===== config.mk =====
export PLATFORM = sky130hd
export DESIGN_NAME = heap_arb
export DESIGN_NICKNAME = d
export VERILOG_FILES = /design/src/rtl/heap_arb.sv
export SDC_FILE = /design/constraint.sdc
export NUM_CORES = 1
export LEC_CHECK = 0
export CORE_AREA = 2 2 108 110
export DETAILED_ROUTE_END_ITERATION = 12
export DIE_AREA = 0 0 110 112
export PLACE_DENSITY = 0.79
export REMOVE_ABC_BUFFERS = 1
export SYNTH_ARGS = -nofsm -noshare
export SYNTH_HDL_FRONTEND = slang
export SYNTH_SLANG_ARGS = --single-unit

===== constraint.sdc =====
create_clock -name i_clk -period 6.85 [get_ports i_clk]
set_clock_uncertainty 0.1 [all_clocks]
set_input_delay 1.0275 -clock i_clk [delete_from_list [all_inputs] [get_ports i_clk]]
set_output_delay 1.0275 -clock i_clk [all_outputs]
set_load 0.01 [all_outputs]

===== src/rtl/heap_arb.sv =====
// heap_arb: round-robin client arbiter in front of a heap allocator port.
// Define HEAP_ARB_PAIR_EN to grant a matching alloc/free pair in one cycle.
`timescale 1ns/1ps
module heap_arb #(
    parameter  int DATA_SZ = 16,
    parameter  int CLI_SZ  = 2,
    localparam int N       = 1 << CLI_SZ
) (
    input  logic                 i_clk,
    input  logic                 i_rst_n,
    input  logic [N-1:0]         i_req,
    input  logic [2*N-1:0]       i_op,
    input  logic [DATA_SZ*N-1:0] i_addr,
    input  logic [DATA_SZ*N-1:0] i_data,
    output logic [N-1:0]         o_gnt,
    output logic                 o_rsp_v,
    output logic [CLI_SZ-1:0]    o_rsp_id,
    output logic [DATA_SZ-1:0]   o_rsp_data,
    output logic                 o_al,
    output logic [DATA_SZ-1:0]   o_adata,
    output logic                 o_fr,
    output logic [DATA_SZ-1:0]   o_faddr,
    output logic                 o_wr,
    output logic [DATA_SZ-1:0]   o_waddr,
    output logic [DATA_SZ-1:0]   o_wdata,
    output logic                 o_rd,
    output logic [DATA_SZ-1:0]   o_raddr,
    input  logic [DATA_SZ-1:0]   i_aaddr,
    input  logic [DATA_SZ-1:0]   i_rdata,
    input  logic                 i_full
);

    localparam logic [1:0] OP_RD = 2'b00;
    localparam logic [1:0] OP_WR = 2'b01;
    localparam logic [1:0] OP_AL = 2'b10;
    localparam logic [1:0] OP_FR = 2'b11;

    logic [CLI_SZ-1:0] r_ptr;
    logic [CLI_SZ-1:0] r_rsp_id;
    logic              r_al_last;
    logic              r_rsp_v;
    logic              r_rsp_al;

    logic [1:0]         w_op   [N];
    logic [DATA_SZ-1:0] w_addr [N];
    logic [DATA_SZ-1:0] w_data [N];
    logic [N-1:0]       w_elig;
    logic               w_pv;
    logic               w_sv;
    logic               w_go;
    logic               w_rsp;
    logic [CLI_SZ-1:0]  w_pi;
    logic [CLI_SZ-1:0]  w_si;
    logic [CLI_SZ-1:0]  w_pidx;
    logic [CLI_SZ-1:0]  w_rid;

    // An alloc right after an alloc waits: i_full lags the allocator by a cycle.
    for (genvar g = 0; g < N; g++) begin : g_cli
        assign w_op[g]   = i_op[2*g +: 2];
        assign w_addr[g] = i_addr[DATA_SZ*g +: DATA_SZ];
        assign w_data[g] = i_data[DATA_SZ*g +: DATA_SZ];
        assign w_elig[g] = i_req[g] &&
                           (w_op[g] != OP_AL || (!i_full && !r_al_last));
    end

    always_comb begin
        w_pv   = 1'b0;
        w_pi   = '0;
        w_pidx = '0;
        for (int off = N - 1; off >= 0; off--) begin
            w_pidx = r_ptr + CLI_SZ'(off);
            if (w_elig[w_pidx]) begin
                w_pv = 1'b1;
                w_pi = w_pidx;
            end
        end
    end

`ifdef HEAP_ARB_PAIR_EN
    logic [1:0]        w_want;
    logic [CLI_SZ-1:0] w_sidx;

    always_comb begin
        w_sv   = 1'b0;
        w_si   = '0;
        w_sidx = '0;
        w_want = (w_op[w_pi] == OP_AL) ? OP_FR : OP_AL;
        for (int off = N - 1; off >= 1; off--) begin
            w_sidx = w_pi + CLI_SZ'(off);
            if (w_elig[w_sidx] && w_op[w_sidx] == w_want) begin
                w_sv = w_pv && w_op[w_pi][1];
                w_si = w_sidx;
            end
        end
    end
`else
    assign w_sv = 1'b0;
    assign w_si = '0;
`endif

    assign w_go = i_rst_n && w_pv;

    always_comb begin
        o_gnt   = '0;
        o_rd    = 1'b0;
        o_raddr = '0;
        o_wr    = 1'b0;
        o_waddr = '0;
        o_wdata = '0;
        o_al    = 1'b0;
        o_adata = '0;
        o_fr    = 1'b0;
        o_faddr = '0;
        if (w_go) begin
            o_gnt[w_pi] = 1'b1;
            unique case (w_op[w_pi])
                OP_RD: begin
                    o_rd    = 1'b1;
                    o_raddr = w_addr[w_pi];
                end
                OP_WR: begin
                    o_wr    = 1'b1;
                    o_waddr = w_addr[w_pi];
                    o_wdata = w_data[w_pi];
                end
                OP_AL: begin
                    o_al    = 1'b1;
                    o_adata = w_data[w_pi];
                end
                default: begin
                    o_fr    = 1'b1;
                    o_faddr = w_addr[w_pi];
                end
            endcase
            if (w_sv) begin
                o_gnt[w_si] = 1'b1;
                if (w_op[w_si] == OP_AL) begin
                    o_al    = 1'b1;
                    o_adata = w_data[w_si];
                end else begin
                    o_fr    = 1'b1;
                    o_faddr = w_addr[w_si];
                end
            end
        end
    end

    // A paired cycle always carries an alloc, so it always answers.
    assign w_rsp = w_go &&
                   (w_op[w_pi] == OP_RD || w_op[w_pi] == OP_AL || w_sv);
    assign w_rid = (w_sv && w_op[w_pi] == OP_FR) ? w_si : w_pi;

    always_ff @(posedge i_clk or negedge i_rst_n) begin
        if (!i_rst_n) begin
            r_ptr     <= '0;
            r_al_last <= 1'b0;
            r_rsp_v   <= 1'b0;
            r_rsp_id  <= '0;
            r_rsp_al  <= 1'b0;
        end else begin
            r_al_last <= o_al;
            if (w_go) begin
                r_ptr <= w_pi + CLI_SZ'(1);
            end
            r_rsp_v  <= w_rsp;
            r_rsp_id <= w_rsp ? w_rid : '0;
            r_rsp_al <= w_rsp && (w_op[w_pi] == OP_AL || w_sv);
        end
    end

    // Allocator results arrive in the response cycle, so the payload is muxed live.
    assign o_rsp_v    = r_rsp_v;
    assign o_rsp_id   = r_rsp_id;
    assign o_rsp_data = !r_rsp_v ? '0 : (r_rsp_al ? i_aaddr : i_rdata);

endmodule


# --- Yosys cells after proc, flatten, opt, wreduce, memory -nomap -nowiden ---
# Index checks and enable logic that the tools add are counted.
op_classes:
  addsub: 4
  order_cmp: 7
  eq_ne: 6
  n_mux: 49
  n_bitwise: 1
  reduce_logical: 18
op_table:
  columns: ["op", "n"]
  rows:
  - ["$mux 16", 16]
  - ["$bmux 16 s2", 2]
  - ["$mux 1", 17]
  - ["$lt 2x3->1 const B", 5]
  - ["$mux 2", 7]
  - ["$logic_and 1x1->1", 9]
  - ["$bmux 1 s2", 4]
  - ["$ne 2x2->1 const B", 4]
  - ["$logic_or 1x1->1", 5]
  - ["$add 2x1->2 const B", 2]
  - ["$add 2x2->2 const B", 2]
  - ["$bmux 2 s2", 1]
  - ["$mux 4", 1]
  - ["$ge 3x3->1 const B", 1]
  - ["$not 2->3", 1]
  - ["$reduce_or 3->1", 1]
  - ["$demux 1 s2", 1]
  - ["$eq 2x1->1 const B", 1]
  - ["$eq 2x2->1 const B", 1]
  - ["$ge 2x1->1 const B", 1]
  - ["$logic_not 1->1", 2]
  - ["$logic_not 2->1", 1]
word_totals:
  ff_bits: 7
  inputBits: 175
  output_inout_bits: 107
  elab_cells: 90

# --- Logic depth before layout (Yosys ltp) ---
# Gate-level depths: netlist (run 1).
logic_depth:
  ltp_word: 18
  ltp_mapped: 10
  depth_no_buf: 7

# --- Worst setup path after synthesis (run 1) ---
# No wires, ideal clock.
synth_timing:
  path_type: "input-to-output"
  startpoint: "in i_full"
  endpoint: "out o_raddr[10]"
  arrival_ps: 3083
  t_required_ps: 5722
  slack_ps: 2640
  stages: 7
  n_path_buf: 1
  cell_sequence: "nor2_2 > o31ai_2 > a221o_2 > nor2_4 > mux4_2 > clkbuf_1 > a211oi_1"
synth_via:
  elab_chain_cells: 17
  word_cells_on_any_way: 37
  classes_between: "24 x mux; 1 x bitwise; 12 x reduce/logical"
synth_lines:
  columns: ["element", "line_no", "source"]
  rows:
  - ["start: declaration", "30", "input logic i_full"]
  - ["$logic_not 1->1 *", "63", "(w_op[g] != OP_AL || (!i_full && !r_al_last));"]
  - ["$logic_and 1x1->1 *", "63", null]
  - ["$logic_or 1x1->1", "63", null]
  - ["$logic_and 1x1->1", "62", "assign w_elig[g] = i_req[g] &&"]
  - ["$bmux 1 s2", "72", "if (w_elig[w_pidx]) begin"]
  - ["$mux 1 (not written as such)", "72", null]
  - ["$mux 2 (4 in series)", "72", null]
  - ["$not 2->3 (not written as such)", "116, 119", null]
  - ["$bmux 2 s2", "116", "unique case (w_op[w_pi])"]
  - ["$mux 2 (not written as such) (2 in series)", "116", null]
  - ["$logic_not 2->1", "116", null]
  - ["$mux 16", "116", null]
  - ["$mux 16 *", "114", "if (w_go) begin"]
  - ["end: declaration", "27", "output logic [DATA_SZ-1:0] o_raddr,"]
# Mark *: on every way between the ends. The rest lies on a longest branch, timed or not. The select of a mux whose other input is x is not followed.

# --- Final worst setup path (run 1) ---
layout_timing:
  startpoint: "in i_full"
  endpoint: "out o_raddr[7]"
# Same word-level chain as after synthesis.

==> results of run 1 <==
## Yosys cell counts, drive strengths merged
library cell and count:
buf 27, o211ai 1, a211oi 80, ha 4, and2 1, o211a 2, mux4 34, a221oi 1
a2111oi 1, o21ai 4, nand2 3, nand3 2, nand2b 2, a21o 1, dfrtp 7, or2 1
o31ai 2, and3 4, nor2 3, nor2b 18, mux2i 16, clkbuf 10, or3 1, inv 136
a221o 1, mux2 2, a211o 2, o21a 1, a21oi 8, nand4 3
## worst min-delay path by stage
stage                     endpoint  slack [ps]  depth (start not counted)
after global placement    r_ptr[0]         520                          2
final                     r_ptr[0]         540                          2
after detailed placement  r_ptr[0]         530                          2
after global routing      r_ptr[1]         600                          1
after CTS                 r_ptr[0]         540                          2
after floorplan           r_ptr[0]         480                          2
## sequential cells by signal, summed over array words and instances (netlist names)
signal,cells
r_al_last,1
o_rsp_v,1
r_rsp_al,1
r_ptr,2
o_rsp_id,2
## worst reg2reg max path: stages, from the launching register on
cell,delay (ps)
dfrtp_1,380
nor2_2,210
o31ai_2,150
a221o_2,450
nor2_4,380
mux4_2,980
a21oi_1,390
## cell families after synthesis
family / Yosys count / share of synthesized area
and+or+nand+nor: 38 / 0.0740
muxes: 52 / 0.294
AOI/OAI and AO/OA: 104 / 0.336
adders and majority gates: 4 / 0.0155
buffers and inverters: 173 / 0.227
DFF: 7 / 0.0542
## final cells by class
type | instances | area (um2)
flip-flops and latches | 7 | 175
well taps | 143 | 179
inverters | 136 | 510
repair buffers | 287 | 2860
multi-input cells | 198 | 2320
fillers | 989 | 5050
clock buffers | 4 | 78.8
## metal layers
layer  vias to the layer above  routed length [um]  GRT usage
met4                         0                 261     0.0523
met3                        22                1100     0.0363
met5                         -                   0          0
met1                      1825                4370      0.198
li1                       1807                   -          -
met2                       192                7200      0.402
## power by group through the flow
stage	logic, mW	registers [mW]	clock network, mW
final	0.991	0.0792	0.0982
after global routing	1.06	0.0829	0.101
after CTS	1.00	0.0797	0.100
after detailed placement	1.00	0.0800	0
after global placement	0.978	0.0787	0
after floorplan	0.564	0.0748	0
==> reports/results.ini, run 1 <==
[yosys]
syn_area_um2=3230
synth_cell_types=39
syn_inst=378
ys_warn_count=0
synth_top_area_frac=0.237
syn_area_per_cell_um2=8.54
yosys.area.top_type=mux4_2
synth_area_leaders=mux4_2 (24%), a211oi_2 (23%), inv_1 (16%)
synth-seq-cells=7
ys_seq_area_frac=0.0542

[power]
power.density_nw_per_um2=191
p_seq_frac=0.068
switching_share=0.463
switching_power_mw=0.541
leakagePower_nw=2.49
p_int_mw=0.628
pwr-share-clk=0.084
finalPower_mw=1.17
vdd_drop_max_mv=0.144
pwr-share-comb=0.848

[clock_network]
clock_insertion_delay_worst_skew_ps=230
root_buffer=clkbuf_16
cts.clk_slew.worst_paths_ps=40
cts_buffer_depth=2
numCtsBuffers=3
clock-sinks=7
cts_tree=done
cts-resized-gates=0
cts_hold_buffers=0
cts_max_level=1
postCtsSetupBuffers=0

[placement]
port_buffers=281
dp_worst_setup_slack_ps=857
routabilityCongestion=0.831
placed_cell_area_um2=6050
placedCellCount=771
hpwl_um=10700

[routing]
first_pass_iters=4
drt_wl_total_um=12900
vias=3846
drtAntennaViolNets=0
wl_per_cell_um=16.7
via_per_inst=4.96
drc=0
drt_iter0_drc=135

[die]
die_y_um=112
die_area_um2=12300
die_w_um=110
core.rowCount=39
start_util=0.289
io_pins=282
placeableCoreArea_um2=11200

[finish]
nets=812
synthToLayoutAreaGrowth_pct=89.7
layout-drive-gt1-share=0.184
layout_commonest_cell=clkdlybuf4s50_1
num_antenna_cells=0
final_area_um2=6120
final_cell_mix=clkdlybuf4s50_1 (281), inv_1 (135), a211oi_2 (59)
final_util=0.548
stdcell_count=775

[setup_path]
endpoint=o_raddr[7]
critical_path.cell_chain=clkdlybuf4s50_1, nor2_2, o31ai_2, a221o_2, nor2_4, mux4_2, buf_4, a211oi_1, clkdlybuf4s50_1
critPathMaxFanout=32
worstPathArrival_ps=4820
critPathTopFamily=buffers and inverters
crit_buf_inv=3
crit_start=i_full
slowest_delay_ps=920
timing.rr.end=r_al_last
worst_path_most_repeated_cell=clkdlybuf4s50_1
r2r_slack_ps=3700
critPathSlowestCell=mux4_2
cp_num_cells=9
crit_path_start_kind=primary input
r2r_start=r_al_last
worstRegToRegCells=6
crit_path_end_kind=output port
worstSetupPathType=in2out
crit_required_ps=5720

[sta]
setup_ws_ps=907
fmax_ghz=0.168
whs_ps=544
slew_headroom=0.321
setup_violations=0
setup_tns_ps=0
rsz0062_at_grt=false
fin_crit_ps=5940
worst_slew_pin_slew_ps=1020
hold_viol=0
drv_slew=0
final.period_utilization=0.868

[run]
max-cap-violations=0

[global_route]
grt_max_degree=51
gr-total-overflow=0
grt_pass1_vias=3960
grtUsageTotal=0.198
grt_pass1_wl_um=19400
antenna_found_initial=0

[hold_path]
min_from=r_ptr[0]
hold_class=reg2reg

[run_status]
status=finished, final reports clean

(Power assumes the default switching activity.)
==> inputs of run 2 (changes only) <==
CELL_PAD_IN_SITES_DETAIL_PLACEMENT = 0   (was not set)
CELL_PAD_IN_SITES_GLOBAL_PLACEMENT = 2   (was not set)
CORE_AREA = not set   (was 2 2 108 110)
CORE_MARGIN = 2   (was not set)
CORE_UTILIZATION = 17   (was not set)
DIE_AREA = not set   (was 0 0 110 112)
PLACE_DENSITY = 0.91   (was 0.79)
==> run 2 against run 1 <==
First-iteration DRC count down 53%. Total power up 2.1%. Setup slack better by 110 ps. Core utilization down 21 points. Sequential share of layout area down 0.065 points. Via count down 1.5%. Final cell count up 12%. Critical path depth down 1. Flip-flop and latch count unchanged. Die area up 63%. Non-clock buffer count up 1. Clock power up 5%.
==> reports/results.ini, run 2 (synthesis gave the netlist of run 1 again) <==
[clock_network]
clock_insertion_delay_worst_skew_ps=240  ; was 230 ps
cts.clk_slew.worst_paths_ps=40  ; about the same
cts_buffer_depth=2  ; unchanged
cts_max_level=1  ; unchanged
clock-sinks=7  ; unchanged
cts-resized-gates=0  ; unchanged
cts_tree=done  ; unchanged
root_buffer=clkbuf_16  ; unchanged
cts_hold_buffers=0  ; unchanged
numCtsBuffers=3  ; unchanged
postCtsSetupBuffers=0  ; unchanged

[sta]
setup_tns_ps=0  ; unchanged
whs_ps=572  ; was 544 ps
drv_slew=0  ; unchanged
fmax_ghz=0.171  ; was 0.168 GHz
worst_slew_pin_slew_ps=1140  ; was 1020 ps
fin_crit_ps=5830  ; was 5940 ps
rsz0062_at_grt=false  ; unchanged
hold_viol=0  ; unchanged
setup_ws_ps=1020  ; was 907 ps
slew_headroom=0.239  ; was 0.321
setup_violations=0  ; unchanged
final.period_utilization=0.852  ; was 0.868

[die]
die_y_um=142  ; was 112 um
core.rowCount=50  ; was 39
start_util=0.173  ; was 0.289
io_pins=282  ; unchanged
die_w_um=142  ; was 110 um
die_area_um2=20100  ; was 12300 um2
placeableCoreArea_um2=18600  ; was 11200 um2

[setup_path]
crit_required_ps=5720  ; about the same
critical_path.cell_chain=clkdlybuf4s50_1, nor2_2, o31ai_2, a221o_2, nor2_4, mux4_2, a211oi_1, clkdlybuf4s50_1  ; was clkdlybuf4s50_1, nor2_2, o31ai_2, a221o_2, nor2_4, mux4_2, buf_4, a211oi_1, clkdlybuf4s50_1
critPathSlowestCell=mux4_2  ; unchanged
crit_buf_inv=2  ; was 3
worstSetupPathType=in2out  ; unchanged
worst_path_most_repeated_cell=clkdlybuf4s50_1  ; unchanged
r2r_slack_ps=3670  ; was 3700 ps
worstPathArrival_ps=4710  ; was 4820 ps
crit_path_start_kind=primary input  ; unchanged
slowest_delay_ps=1040  ; was 920 ps
critPathMaxFanout=35  ; was 32
crit_path_end_kind=output port  ; unchanged
critPathTopFamily=multiplexers  ; was buffers and inverters

[power]
vdd_drop_max_mv=0.118  ; was 0.144 mV
finalPower_mw=1.19  ; was 1.17 mW
leakagePower_nw=2.50  ; was 2.49 nW
power.density_nw_per_um2=190  ; was 191 nW/um2

[placement]
port_buffers=281  ; unchanged
dp_worst_setup_slack_ps=979  ; was 857 ps
placed_cell_area_um2=6190  ; was 6050 um2
routabilityCongestion=0.729  ; was 0.831
placedCellCount=863  ; was 771
hpwl_um=11200  ; was 10700 um

[routing]
drtAntennaViolNets=0  ; unchanged
drt_wl_total_um=14000  ; was 12900 um
drc=0  ; unchanged
vias=3789  ; was 3846
drt_iter0_drc=63  ; was 135
first_pass_iters=4  ; unchanged
wl_per_cell_um=16.2  ; was 16.7 um
via_per_inst=4.37  ; was 4.96

[global_route]
grt_max_degree=51  ; unchanged
gr-total-overflow=0  ; unchanged
grt_pass1_wl_um=21100  ; was 19400 um
grtUsageTotal=0.132  ; was 0.198
antenna_found_initial=0  ; unchanged
grt_pass1_vias=3815  ; was 3960

[run]
max-cap-violations=0  ; unchanged

[finish]
stdcell_count=867  ; was 775
synthToLayoutAreaGrowth_pct=94.0  ; was 89.7%
layout-drive-gt1-share=0.185  ; was 0.184
num_antenna_cells=0  ; unchanged
final_area_um2=6270  ; was 6120 um2
final_util=0.336  ; was 0.548
seqCellArea_um2=175  ; unchanged
fillCellCount=1963  ; was 989
multiInputGateArea_um2=2330  ; was 2320 um2
final_cell_mix=clkdlybuf4s50_1 (281), inv_1 (135), a211oi_2 (59)  ; unchanged
layout_commonest_cell=clkdlybuf4s50_1  ; unchanged
nets=813  ; was 812

[run_status]
status=finished, final reports clean  ; unchanged

[hold_path]
hold_class=reg2reg  ; unchanged

-- run 2: cell count changes in the layout (fill, tap and decap cells not counted) --
| cell | delta |
|---|---|
| buf_12 | +1 |
| o211a_4 | +1 |
| o211a_2 | -1 |
-- run 2: final timing paths --
check                               to  depth (start not counted)      start
max                         o_adata[3]                          8     i_full
min                           r_ptr[0]                          2   r_ptr[0]
max reg2reg                  r_al_last                          6  r_al_last
min reg2reg                   r_ptr[0]                          2   r_ptr[0]
max in group asynchronous  o_rsp_id[0]                          1    i_rst_n
min in group asynchronous    r_al_last                          1    i_rst_n
-- run 2: layout make-up --
type	count	area share
Timing Repair Buffer	288	0.459
Multi-Input combinational cell	198	0.372
Inverter	136	0.0815
Tap cell	234	0.0467
Sequential cell	7	0.0280
Clock buffer	4	0.0126
-- run 2: where the power goes --
part           total (mW)  switching (mW)  leakage [nW]  internal [mW]
combinational        1.01           0.503          2.37          0.506
sequential         0.0813          0.0287        0.0897         0.0526
clock               0.103          0.0250        0.0382         0.0777
total                1.19           0.556          2.50          0.637
-- run 2: per-layer routing --
layer,vias to the layer above,track usage,part of all wire
li1,1807,-,-
met1,1757,0.149,0.38
met2,212,0.244,0.50
met3,13,0.0469,0.11
met4,0,0.0205,0.011
met5,-,0,0
-- run 2: worst reg2reg max path, cell delays in order, from the launching register on --
cell	delay, ps
dfrtp_1	380
nor2_2	180
o31ai_2	130
a221o_2	450
nor2_4	410
mux4_2	1040
a21oi_1	380
